**src/rtl/hz_display_pkg.sv**
```systemverilog
// Shared definitions for the 16x16 glyph display path.
// Provides geometry constants, the scanner state encoding, the fetched
// glyph-row payload and ROM address helpers.
package hz_display_pkg;

    localparam int unsigned GLYPH_BYTES = 32;
    localparam int unsigned ROWS        = 16;
    localparam int unsigned COLS        = 16;
    localparam int unsigned ADDR_W      = 7;
    localparam int unsigned BYTE_W      = 8;
    localparam int unsigned ROW_W       = $clog2(ROWS);
    localparam int unsigned OFFS_W      = $clog2(COLS);
    localparam int unsigned CHAR_W      = 2;

    typedef enum logic [1:0] {
        IDLE,
        FETCH,
        LOAD,
        DWELL
    } state_t;

    // One display row of the current glyph followed by the same row of the next glyph.
    typedef struct packed {
        logic [BYTE_W-1:0] cur_hi;
        logic [BYTE_W-1:0] cur_lo;
        logic [BYTE_W-1:0] nxt_hi;
        logic [BYTE_W-1:0] nxt_lo;
    } glyph_pair_t;

    // First byte address of a glyph.
    function automatic logic [ADDR_W-1:0] glyph_base(input logic [CHAR_W-1:0] ch);
        return ADDR_W'(ch) * ADDR_W'(GLYPH_BYTES);
    endfunction

    // Address of the left-half byte of a given row inside a glyph.
    function automatic logic [ADDR_W-1:0] row_byte_addr(input logic [CHAR_W-1:0] ch,
                                                        input logic [ROW_W-1:0]  row);
        return glyph_base(ch) + ADDR_W'({row, 1'b0});
    endfunction

endpackage

```
**src/rtl/hz_row_window.sv**
```systemverilog
// Combinational 16-pixel window selector over a 32-pixel strip.
// Ports:
//   data     - 32-pixel strip, bit 31 = leftmost pixel
//   offset   - number of pixels the window is moved right into the strip
//   window_c - 16 pixels starting at pixel 'offset', bit 15 = leftmost
module hz_row_window
    import hz_display_pkg::*;
(
    input  logic [2*COLS-1:0] data,
    input  logic [OFFS_W-1:0] offset,
    output logic [COLS-1:0]   window_c
);

    // Shift left then keep the top half of the strip.
    always_comb begin
        window_c = COLS'((data << offset) >> COLS);
    end

endmodule

```
**src/rtl/hz_matrix_scanner.sv**
```systemverilog
// Row-multiplexed driver for a 16x16 LED matrix showing a horizontally
// scrolling text strip read from the glyph ROM.
// Ports:
//   clk, rst_n  - clock, asynchronous active-low reset
//   en          - display enable
//   rom_addr    - glyph ROM byte address (ROM data returns one cycle later)
//   rom_data    - glyph ROM read data
//   row_n       - active-low one-hot row select
//   col         - active-high column data, bit 15 = leftmost pixel
//   frame_done  - one-cycle pulse after the last row's dwell
module hz_matrix_scanner
    import hz_display_pkg::*;
#(
    parameter int unsigned NUM_CHARS       = 3,
    parameter int unsigned SCAN_DIV        = 1000,
    parameter int unsigned FRAMES_PER_STEP = 8
) (
    input  logic              clk,
    input  logic              rst_n,
    input  logic              en,
    output logic [ADDR_W-1:0] rom_addr,
    input  logic [BYTE_W-1:0] rom_data,
    output logic [ROWS-1:0]   row_n,
    output logic [COLS-1:0]   col,
    output logic              frame_done
);

    localparam int unsigned DWELL_W = 16;
    localparam int unsigned FRAME_W = 8;
    localparam int unsigned PHASE_W = 3;

    localparam logic [DWELL_W-1:0] DWELL_LAST = DWELL_W'(SCAN_DIV - 1);
    localparam logic [FRAME_W-1:0] FRAME_LAST = FRAME_W'(FRAMES_PER_STEP - 1);
    localparam logic [CHAR_W-1:0]  CHAR_LAST  = CHAR_W'(NUM_CHARS - 1);
    localparam logic [ROW_W-1:0]   ROW_LAST   = ROW_W'(ROWS - 1);
    localparam logic [OFFS_W-1:0]  OFFS_LAST  = OFFS_W'(COLS - 1);

    state_t             state,     state_d;
    logic [PHASE_W-1:0] phase,     phase_d;
    logic [ROW_W-1:0]   row,       row_d;
    logic [CHAR_W-1:0]  chr,       chr_d;
    logic [OFFS_W-1:0]  offset,    offset_d;
    logic [FRAME_W-1:0] frame_cnt, frame_cnt_d;
    logic [DWELL_W-1:0] dwell_cnt, dwell_cnt_d;
    glyph_pair_t        glyph,     glyph_d;
    logic [ADDR_W-1:0]  rom_addr_d;
    logic [ROWS-1:0]    row_n_d;
    logic [COLS-1:0]    col_d;
    logic               frame_done_d;
    logic [CHAR_W-1:0]  nxt_chr;
    logic [COLS-1:0]    window_c;

    hz_row_window u_window (
        .data     (glyph),
        .offset   (offset),
        .window_c (window_c)
    );

    // State and output registers.
    always_ff @(posedge clk or negedge rst_n) begin
        if (!rst_n) begin
            state      <= IDLE;
            phase      <= '0;
            row        <= '0;
            chr        <= '0;
            offset     <= '0;
            frame_cnt  <= '0;
            dwell_cnt  <= '0;
            glyph      <= '0;
            rom_addr   <= '0;
            row_n      <= '1;
            col        <= '0;
            frame_done <= 1'b0;
        end else begin
            state      <= state_d;
            phase      <= phase_d;
            row        <= row_d;
            chr        <= chr_d;
            offset     <= offset_d;
            frame_cnt  <= frame_cnt_d;
            dwell_cnt  <= dwell_cnt_d;
            glyph      <= glyph_d;
            rom_addr   <= rom_addr_d;
            row_n      <= row_n_d;
            col        <= col_d;
            frame_done <= frame_done_d;
        end
    end

    // Next-state and output logic.
    always_comb begin
        state_d      = state;
        phase_d      = phase;
        row_d        = row;
        chr_d        = chr;
        offset_d     = offset;
        frame_cnt_d  = frame_cnt;
        dwell_cnt_d  = dwell_cnt;
        glyph_d      = glyph;
        rom_addr_d   = rom_addr;
        row_n_d      = row_n;
        col_d        = col;
        frame_done_d = 1'b0;

        // With a single glyph the next glyph is the current one.
        nxt_chr = (chr == CHAR_LAST) ? '0 : chr + CHAR_W'(1);

        if (!en) begin
            // Blank immediately; scroll position is kept so re-enable resumes the same row.
            state_d     = IDLE;
            row_n_d     = '1;
            col_d       = '0;
            dwell_cnt_d = '0;
        end else begin
            unique case (state)
                IDLE: begin
                    state_d    = FETCH;
                    phase_d    = '0;
                    rom_addr_d = row_byte_addr(chr, row);
                    row_n_d    = '1;
                    col_d      = '0;
                end

                // Address leads data by one cycle: each phase captures the byte
                // addressed in the previous phase.
                FETCH: begin
                    phase_d = phase + PHASE_W'(1);
                    case (phase)
                        3'd0: rom_addr_d = rom_addr + ADDR_W'(1);
                        3'd1: begin
                            glyph_d.cur_hi = rom_data;
                            rom_addr_d     = row_byte_addr(nxt_chr, row);
                        end
                        3'd2: begin
                            glyph_d.cur_lo = rom_data;
                            rom_addr_d     = rom_addr + ADDR_W'(1);
                        end
                        3'd3: glyph_d.nxt_hi = rom_data;
                        default: begin
                            glyph_d.nxt_lo = rom_data;
                            state_d        = LOAD;
                        end
                    endcase
                end

                LOAD: begin
                    row_n_d     = ~(ROWS'(1) << row);
                    col_d       = window_c;
                    dwell_cnt_d = '0;
                    state_d     = DWELL;
                end

                DWELL: begin
                    if (dwell_cnt == DWELL_LAST) begin
                        dwell_cnt_d = '0;
                        row_d       = row + ROW_W'(1);
                        state_d     = FETCH;
                        phase_d     = '0;
                        row_n_d     = '1;
                        // Scroll position only moves between frames.
                        if (row == ROW_LAST) begin
                            frame_done_d = 1'b1;
                            if (frame_cnt == FRAME_LAST) begin
                                frame_cnt_d = '0;
                                offset_d    = offset + OFFS_W'(1);
                                if (offset == OFFS_LAST) begin
                                    chr_d = nxt_chr;
                                end
                            end else begin
                                frame_cnt_d = frame_cnt + FRAME_W'(1);
                            end
                        end
                        rom_addr_d = row_byte_addr(chr_d, row_d);
                    end else begin
                        dwell_cnt_d = dwell_cnt + DWELL_W'(1);
                    end
                end

                default: state_d = IDLE;
            endcase
        end
    end

endmodule

```
**config.mk**
```make
export PLATFORM = sky130hd
export DESIGN_NAME = hz_matrix_scanner
export DESIGN_NICKNAME = d
export VERILOG_FILES = /design/src/rtl/hz_display_pkg.sv /design/src/rtl/hz_row_window.sv /design/src/rtl/hz_matrix_scanner.sv
export SDC_FILE = /design/constraint.sdc
export NUM_CORES = 1
export LEC_CHECK = 0
export CAP_MARGIN = 20
export CORE_ASPECT_RATIO = 0.75
export CORE_MARGIN = 2
export CORE_UTILIZATION = 30
export DETAILED_ROUTE_END_ITERATION = 12
export GPL_TIMING_DRIVEN = 0
export MAX_ROUTING_LAYER = met4
export PLACE_DENSITY = 0.54
export SETUP_SLACK_MARGIN = 0.2
export SLEW_MARGIN = 10
export SYNTH_ARGS = -nofsm -noshare
export SYNTH_HDL_FRONTEND = slang
export SYNTH_SLANG_ARGS = --single-unit
```
**constraint.sdc**
```tcl
create_clock -name clk -period 2.7 [get_ports clk]
set_clock_uncertainty 0.05 [all_clocks]
set_input_delay 0.405 -clock clk [delete_from_list [all_inputs] [get_ports clk]]
set_output_delay 0.405 -clock clk [all_outputs]
set_load 0.01 [all_outputs]
```
==> summary.txt, run 1 <==
Status
  – Status: complete, no violations

Floorplanning
  – Initial core utilization: 30.5%
  – DIE AREA: 21700 µm²
  – Core Region: 20200 µm²
  – IO Count: 51
  – Die X: between 150 and 200 µm
  – Die height: 128 µm
  – # rows: 45

Timing
  – Final Critical Period: 2.40 ns
  – Fin. max-slew vios: 0
  – Worst Max-Slew Pin Slew: roughly 0.7 ns
  – Final period util: 89.0%
  – # setup viols final: 0
  – FMAX: 0.416 GHz
  – Hold Vio Cnt, Final: 0
  – Setup TNS: 0 ns
  – Slew HR: a little over half
  – RSZ-0062 raised after global routing: no

Place
  – Gp weighted congestion: between 0.8 and 0.9
  – Final HPWL DP: between 10 and 15 mm
  – Placed Area: 7010 µm²
  – IO Port Bufs: 50
  – DP Cell Count: 862

Global routing
  – Largest net degree at the start of global routing: 61
  – First-pass GRT wire length: 24.4 mm
  – Gr usage total: 14.7%
  – Initial antenna violation count: 0
  – Vias in the first global route: 4592
  – Total gr overflow: 0

Pwr
  – Seq pwr share: 42.0%
  – Internal Dissipation: about 3.4 mW
  – VDD IR max: 0.327 mV
  – Combinational power share: a little under a third
  – NetSw: 1.67 mW
  – PD cells: 674 nW/µm²
  – Part of the power in the clock network: a little over a quarter
  – Total Power: around 5.0 mW
  – Switching share of power: 33.3%
  – P_leak: roughly 3.1 nW

Clock tree
  – Worst skew pair latency: ~0.36 ns
  – Clock root cell: clkbuf_16
  – Clock net sink count: 110
  – Worst-case clock buffer depth: 2
  – CTS tree: done
  – Cts bufs inserted: 9
  – Worst-path clk slew: 0.08 ns
  – CTS H-tree depth: 3

Synth
  – Top post-synthesis cells by count: dfrtp_1 (94), mux2_2 (64), nand2_1 (63)
  – Cell count after synthesis: 553
  – Main combinational cell family by area after synthesis: multiplexers
  – Synthesized area: 6160 µm²
  – Netlist cell types: 58
  – Warnings from Yosys: 0
  – Mux cell area share after synthesis: 21.4%
  – Post-synthesis register bit count: 110
  – Register area share after synthesis: 45.0%
  – Synth top area cells: dfrtp_1 (38%), mux2_2 (12%), dfstp_2 (6.8%)
  – Adder-cell share of the synthesized area: just under 4%
  – Synthesized-area fraction occupied by and/or/nand/nor cells: 13.8%
  – Area leader, netlist: dfrtp_1
  – Count leader, synth: dfrtp_1
  – Synthesized Nets: 583
  – Async SR Flop Fraction: 100%
  – Main synth FF type: dfrtp_1
  – Mapped Avg Cell Area: 11.1 µm²
  – XOR/XNOR Fraction of Synth Area: 3.41%
  – EDFF count, synth: 0
  – Area share of the largest cell type after synthesis: between 30% and 40%
  – Compound-Gate Fraction of Synth Area: 9.78%

Worst setup path
  – CP max stage cell: or4_4
  – Critical path's largest stage delay: about 0.62 ns
  – WP data arrival: 2.58 ns
  – Critical path class: reg2reg
  – Crit path required time: about 2.9 ns
  – R2r setup slk: 0.30 ns
  – Worst r2r src: dwell_cnt[4]$_DFFE_PN0P_
  – Worst-case reg-to-reg path depth: 5
  – CP startpoint kind: flop
  – Crit path cell chain: or4_4 -> o41ai_4 -> nand4b_1 -> a2111oi_1 -> a21oi_1
  – R2R Path End: rom_addr[6]$_DFFE_PN0P_
  – CP endpoint kind: flop
  – CP Max Fanout: 6

Detailed routing
  – Antenna viol nets, final: 0
  – # DRC: 0
  – Total number of vias: 4539
  – Pre-antenna DRT Iters: 4
  – Final Routed Wirelength: around 14 mm
  – Iteration-0 DRC Markers: 345
  – WL per Instance: 16.4 µm
  – DR vias/cell: ~5.1

Layout
  – Diode count: 0
  – Share of layout cells above drive strength 1: between 20% and 30%
  – P&R area growth vs syn: 21.2%
  – Final cell count without fillers: a little under 900
  – Design area: around 7500 µm²
  – Nets@finish: roughly 650

Hold path
  – Hold Crit Endpoint: col[4]$_DFFE_PN0P_
  – Worst hold start: col[4]$_DFFE_PN0P_
  – Worst hold path class: reg2reg
  – Hold Crit Depth: 2

Flow run
  – Number of max-cap violations: 0
cell type report:
type / count / area (µm²)
Tap cell: 258 / 323
Multi-Input combinational cell: 405 / 3320
Inverter: 11 / 41.3
Sequential cell: 110 / 2780
Fill cell: 1994 / 12700
Clock inverter: 6 / 48.8
Clock buffer: 10 / 250
Buffer: 27 / 133
Timing Repair Buffer: 55 / 566
cell families after synthesis:
| kind of cell | after synthesis |
|---|---|
| AOI/OAI and AO/OA | 85 |
| xor gates and xnor gates | 24 |
| adders and majority gates | 19 |
| buffers and inverters | 38 |
| DFF | 110 |
| muxes | 102 |
| and+or+nand+nor | 175 |
placed cells by master (no fill, tap or decap), types with 10 or more instances in the layout:
cell type and count:
a22oi_1 16, a31oi_1 16, clkbuf_1 10, clkbuf_16 10
clkdlybuf4s50_1 49, dfrtp_1 92, dfstp_2 16, ha_1 18
inv_1 11, mux2_2 64, mux2i_1 20, mux4_2 17
nand2_1 63, nand3_1 20, nor2_1 41, o21ai_0 21
xnor2_1 16
stage by stage:
step | hold WS (ns) | worst slack, ns | util (%)
3_5_place_dp | 0.335 | -0.471 | 34.8
6_report | 0.416 | 0.297 | 37.0
4_1_cts | 0.424 | 0.206 | 36.7
5_1_grt | 0.452 | 0.200 | 37.0
3_3_place_gp | 0.403 | -3.03 | 34.6
2_1_floorplan | 0.0594 | 0.382 | -
how the worst max path moves through the flow:
stage	endpoint	start	depth (start not counted)
floorplan	frame_cnt[0]$_DFFE_PN0P_	dwell_cnt[3]$_DFFE_PN0P_	4
global placement	dwell_cnt[4]$_DFFE_PN0P_	rst_n	1
detailed placement	dwell_cnt[5]$_DFFE_PN0P_	en	8
CTS	frame_cnt[4]$_DFFE_PN0P_	dwell_cnt[3]$_DFFE_PN0P_	6
global route	col[15]$_DFFE_PN0P_	offset[0]$_DFFE_PN0P_	6
finish	rom_addr[6]$_DFFE_PN0P_	dwell_cnt[4]$_DFFE_PN0P_	5
worst max-delay path, delay by kind of cell, from the launching register on:
kind / cells / cell delay (ns)
AOI/OAI and AO/OA: 3 / 0.92
DFF: 1 / 0.44
and+or+nand+nor: 2 / 0.87
metal layers:
| layer | vias up | track usage (%) | wire length [µm] |
|---|---|---|---|
| li1 | 2153 | - | - |
| met1 | 2301 | 20.7 | 7440 |
| met2 | 80 | 21.4 | 6440 |
| met3 | 5 | 3.30 | 530 |
| met4 | 0 | 3.67 | 78 |
| met5 | - | - | 0 |
state kept, by name (all words and copies together), names as in the netlist:
signal	count
chr	2
col	16
dwell_cnt	16
frame_cnt	8
frame_done	1
glyph	31
offset	4
phase	3
rom_addr	7
row	4
row_n	16
state	2
power by group through the flow:
stage / combinational, mW / sequential (mW) / clock, mW
after floorplan: 1.06 / 2.09 / 0
after global placement: 1.51 / 2.12 / 0
after detailed placement: 1.53 / 2.13 / 0
after CTS: 1.57 / 2.10 / 1.39
after global routing: 1.72 / 2.16 / 1.46
final: 1.58 / 2.11 / 1.34
what timing repair did:
item	4_1_cts	5_1_grt
gates resized for setup	11	18
pin swaps	2	3
endpoints found under the setup margin	47	38
buffers inserted	3	0
hold endpoints to repair	34	0
hold buffers	1	0
Note: power is estimated with default switching activity, not from simulation.
==> run 2: changes to the inputs <==
--- a/config.mk
+++ b/config.mk
@@ -17,4 +17,5 @@
 export SLEW_MARGIN = 10
 export SYNTH_ARGS = -nofsm -noshare
 export SYNTH_HDL_FRONTEND = slang
+export SYNTH_HIERARCHICAL = 1
 export SYNTH_SLANG_ARGS = --single-unit
==> run 2 against run 1 <==
  * Maximum frequency increased by 2.6%
  * Utilization decreased by 0.98 points
  * Setup slack improved by 0.061 ns
  * First-iteration DRC count decreased by 8.7%
  * Cell count increased by 4.0%
  * Die area increased by 7.5%
  * Sequential power increased by 18%
  * Combinational power increased by 19%
  * Total power increased by 13%
  * Design area increased by 5.7%
  * Area after synthesis increased by 7.7%
  * Largest cell class unchanged
==> summary.txt, run 2 <==
Floorplanning
  – Initial core utilization: 30.3% (-0.23 points)
  – Die height: 133 µm (+3.7%)
  – Core Region: 21900 µm² (+8.5%)
  – IO Count: 51 (unchanged)
  – Die X: 176 µm (+3.7%)
  – DIE AREA: 23300 µm² (+7.5%)
  – # rows: 47 (+4.4%)

Detailed routing
  – Final Routed Wirelength: 16.6 mm (+14%)
  – Pre-antenna DRT Iters: 4 (unchanged)
  – Total number of vias: 4826 (+6.3%)
  – # DRC: 0 (unchanged)
  – Top Layer Used: met4
  – M1 wire length: 8.05 mm (+8.1%)
  – DR vias/cell: 5.26 (+2.3%)
  – WL per Instance: 18.1 µm (+9.9%)
  – Antenna viol nets, final: 0 (unchanged)
  – DR WL met3: 969 µm (+83%)
  – Met2 routed WL: 7.42 mm (+15%)
  – Iteration-0 DRC Markers: 315 (-8.7%)

Timing
  – Slew HR: 52.0% (-2.1 points)
  – Final WS setup: 0.358 ns (+0.0611 ns)
  – Setup TNS: 0 ns (unchanged)
  – # setup viols final: 0 (unchanged)
  – Hold Vio Cnt, Final: 0 (unchanged)
  – Final Critical Period: 2.34 ns (-0.0611 ns)
  – Worst hold slack: 0.455 ns (+0.0388 ns)
  – RSZ-0062 raised after global routing: no
  – FMAX: 0.427 GHz (+2.6%)
  – Fin. max-slew vios: 0 (unchanged)
  – Final period util: 86.7% (-2.3 points)
  – Worst Max-Slew Pin Slew: 0.714 ns (+0.0253 ns)

Pwr
  – VDD IR max: 0.346 mV (+5.7%)
  – NetSw: 2.00 mW (+20%)
  – P_leak: 3.03 nW (-1.4%)
  – Switching share of power: 35.1% (+1.8 points)
  – Internal Dissipation: 3.70 mW (+10%)
  – Part of the power in the clock network: 23.5% (-3.2 points)
  – PD cells: 723 nW/µm² (+7.4%)
  – Total Power: 5.70 mW (+13%)
  – Seq pwr share: 43.6% (+1.6 points)
  – Combinational power share: 32.9% (+1.5 points)

Clock tree
  – Clock root cell: clkbuf_16
  – Setup Buffers After CTS: 0 (-3)
  – CTS tree: done
  – Worst skew pair latency: 0.36 ns (about the same)
  – Cts bufs inserted: 9 (unchanged)
  – Worst-path clk slew: 0.08 ns (about the same)
  – CTS H-tree depth: 3 (unchanged)
  – Worst-case clock buffer depth: 2 (unchanged)
  – Clock net sink count: 110 (unchanged)

Worst setup path
  – Most frequent CP cell: or4_1
  – CP startpoint kind: flop
  – Worst-case reg-to-reg path depth: 7 (+2)
  – CP endpoint kind: flop
  – Critical path class: reg2reg
  – CP Max Fanout: 7 (+1)
  – Critical path's largest stage delay: 0.50 ns (-0.12 ns)
  – R2R Path End: dwell_cnt[15]$_DFFE_PN0P_
  – WP data arrival: 2.58 ns (about the same)
  – Worst r2r src: state[0]$_DFFE_PN0P_
  – Crit path cell chain: inv_1 -> ha_2 -> nor3b_4 -> or4_1 -> buf_2 -> or4_1 -> a21oi_1
  – Crit path required time: 2.94 ns (+0.06 ns)
  – CP max stage cell: or4_1
  – R2r setup slk: 0.36 ns (+0.06 ns)

Layout
  – Fill cells: 2176 (+9.1%)
  – Final cell count without fillers: 917 (+4.0%)
  – Design area: 7880 µm² (+5.7%)
  – Largest register FFs: 31 (unchanged)
  – Share of layout cells above drive strength 1: 26.1% (+1.9 points)
  – Commonest cells after routing, fill and taps aside: dfrtp_1 (94), mux2_2 (59), clkdlybuf4s50_1 (49)
  – Nets@finish: 646 (-0.46%)
  – Commonest non-fill, non-tap cell in the layout: dfrtp_1
  – Biggest register: glyph
  – Final core utilization: 36.0% (-0.98 points)
  – P&R area growth vs syn: 18.9%

Hold path
  – Hold Crit Endpoint: col[8]$_DFFE_PN0P_
  – Worst hold start: col[8]$_DFFE_PN0P_
  – Worst hold path class: reg2reg
  – Hold Crit Depth: 1 (-1)

Place
  – IO Port Bufs: 50 (unchanged)
  – Gp weighted congestion: 0.876 (+3.8%)
  – Pre-CTS WS: -0.358 ns (+0.113 ns)
  – Placed Area: 7530 µm² (+7.4%)
  – Final HPWL DP: 12.2 mm (+13%)
  – DP Cell Count: 898 (+4.2%)

Synth
  – Mapped Avg Cell Area: 12.0 µm² (+7.7%)
  – Cell count after synthesis: 553 (unchanged)
  – Warnings from Yosys: 6 (+6)
  – Synthesized Nets: 583 (unchanged)
  – Synthesized area: 6630 µm² (+7.7%)

Global routing
  – Total gr overflow: 0 (unchanged)
  – Largest net degree at the start of global routing: 78 (+28%)
  – Initial antenna violation count: 2 (+2)
  – First-pass GRT wire length: 27.8 mm (+14%)
  – Vias in the first global route: 4988 (+8.6%)
  – Gr usage total: 15.4% (+0.71 points)

Flow run
  – Number of max-cap violations: 0 (unchanged)

Status
  – Status: complete, no violations
## run 2: power by group through the flow
| stage | Clock [mW] | Combinational, mW | Sequential, mW |
|---|---|---|---|
| floorplan | 0 | 1.36 | 2.30 |
| global placement | 0 | 1.81 | 2.47 |
| detailed placement | 0 | 1.86 | 2.50 |
| CTS | 1.40 | 1.87 | 2.47 |
| global route | 1.46 | 2.07 | 2.55 |
| finish | 1.34 | 1.88 | 2.48 |
## run 2: layer usage
metal	vias to the layer above	track usage [%]
met5	-	-
met4	0	2.89
met3	11	3.62
met2	131	23.1
met1	2434	21.4
li1	2250	-
## run 2: how the worst max path moves through the flow
stage	from	slack, ns	end
2_1_floorplan	state[0]$_DFFE_PN0P_	0.51	dwell_cnt[15]$_DFFE_PN0P_
3_3_place_gp	rst_n	-2.98	col[5]$_DFFE_PN0P_
3_5_place_dp	en	-0.36	dwell_cnt[13]$_DFFE_PN0P_
4_1_cts	dwell_cnt[6]$_DFFE_PN0P_	0.29	row_n[8]$_DFFE_PN1P_
5_1_grt	state[1]$_DFFE_PN0P_	0.20	glyph[11]$_DFFE_PN0P_
6_report	state[0]$_DFFE_PN0P_	0.36	dwell_cnt[15]$_DFFE_PN0P_
## run 2: worst max-delay path, delay by kind of cell (launching register included)
kind	cells	cell delay (ns)
AOI/OAI and AO/OA	1	0.15
adders and majority gates	1	0.25
buffers and inverters	2	0.29
DFF	1	0.45
and+or+nand+nor	3	1.09
## run 2: layout make-up
cell class	instances	area (µm²)	area share, %
Clock buffer	11	254	3.22
Inverter	17	63.8	0.810
Tap cell	294	368	4.67
Sequential cell	110	2770	35.2
Multi-Input combinational cell	393	3660	46.4
Clock inverter	5	37.5	0.476
Timing Repair Buffer	52	539	6.84
Buffer	33	184	2.33
Antenna cell	2	5.00	0.0635
## run 2: timing repair
action,4_1_cts,5_1_grt
gates resized for setup,5,5
hold buffers,1,0
hold endpoints to repair,17,0
endpoints found under the setup margin,32,21
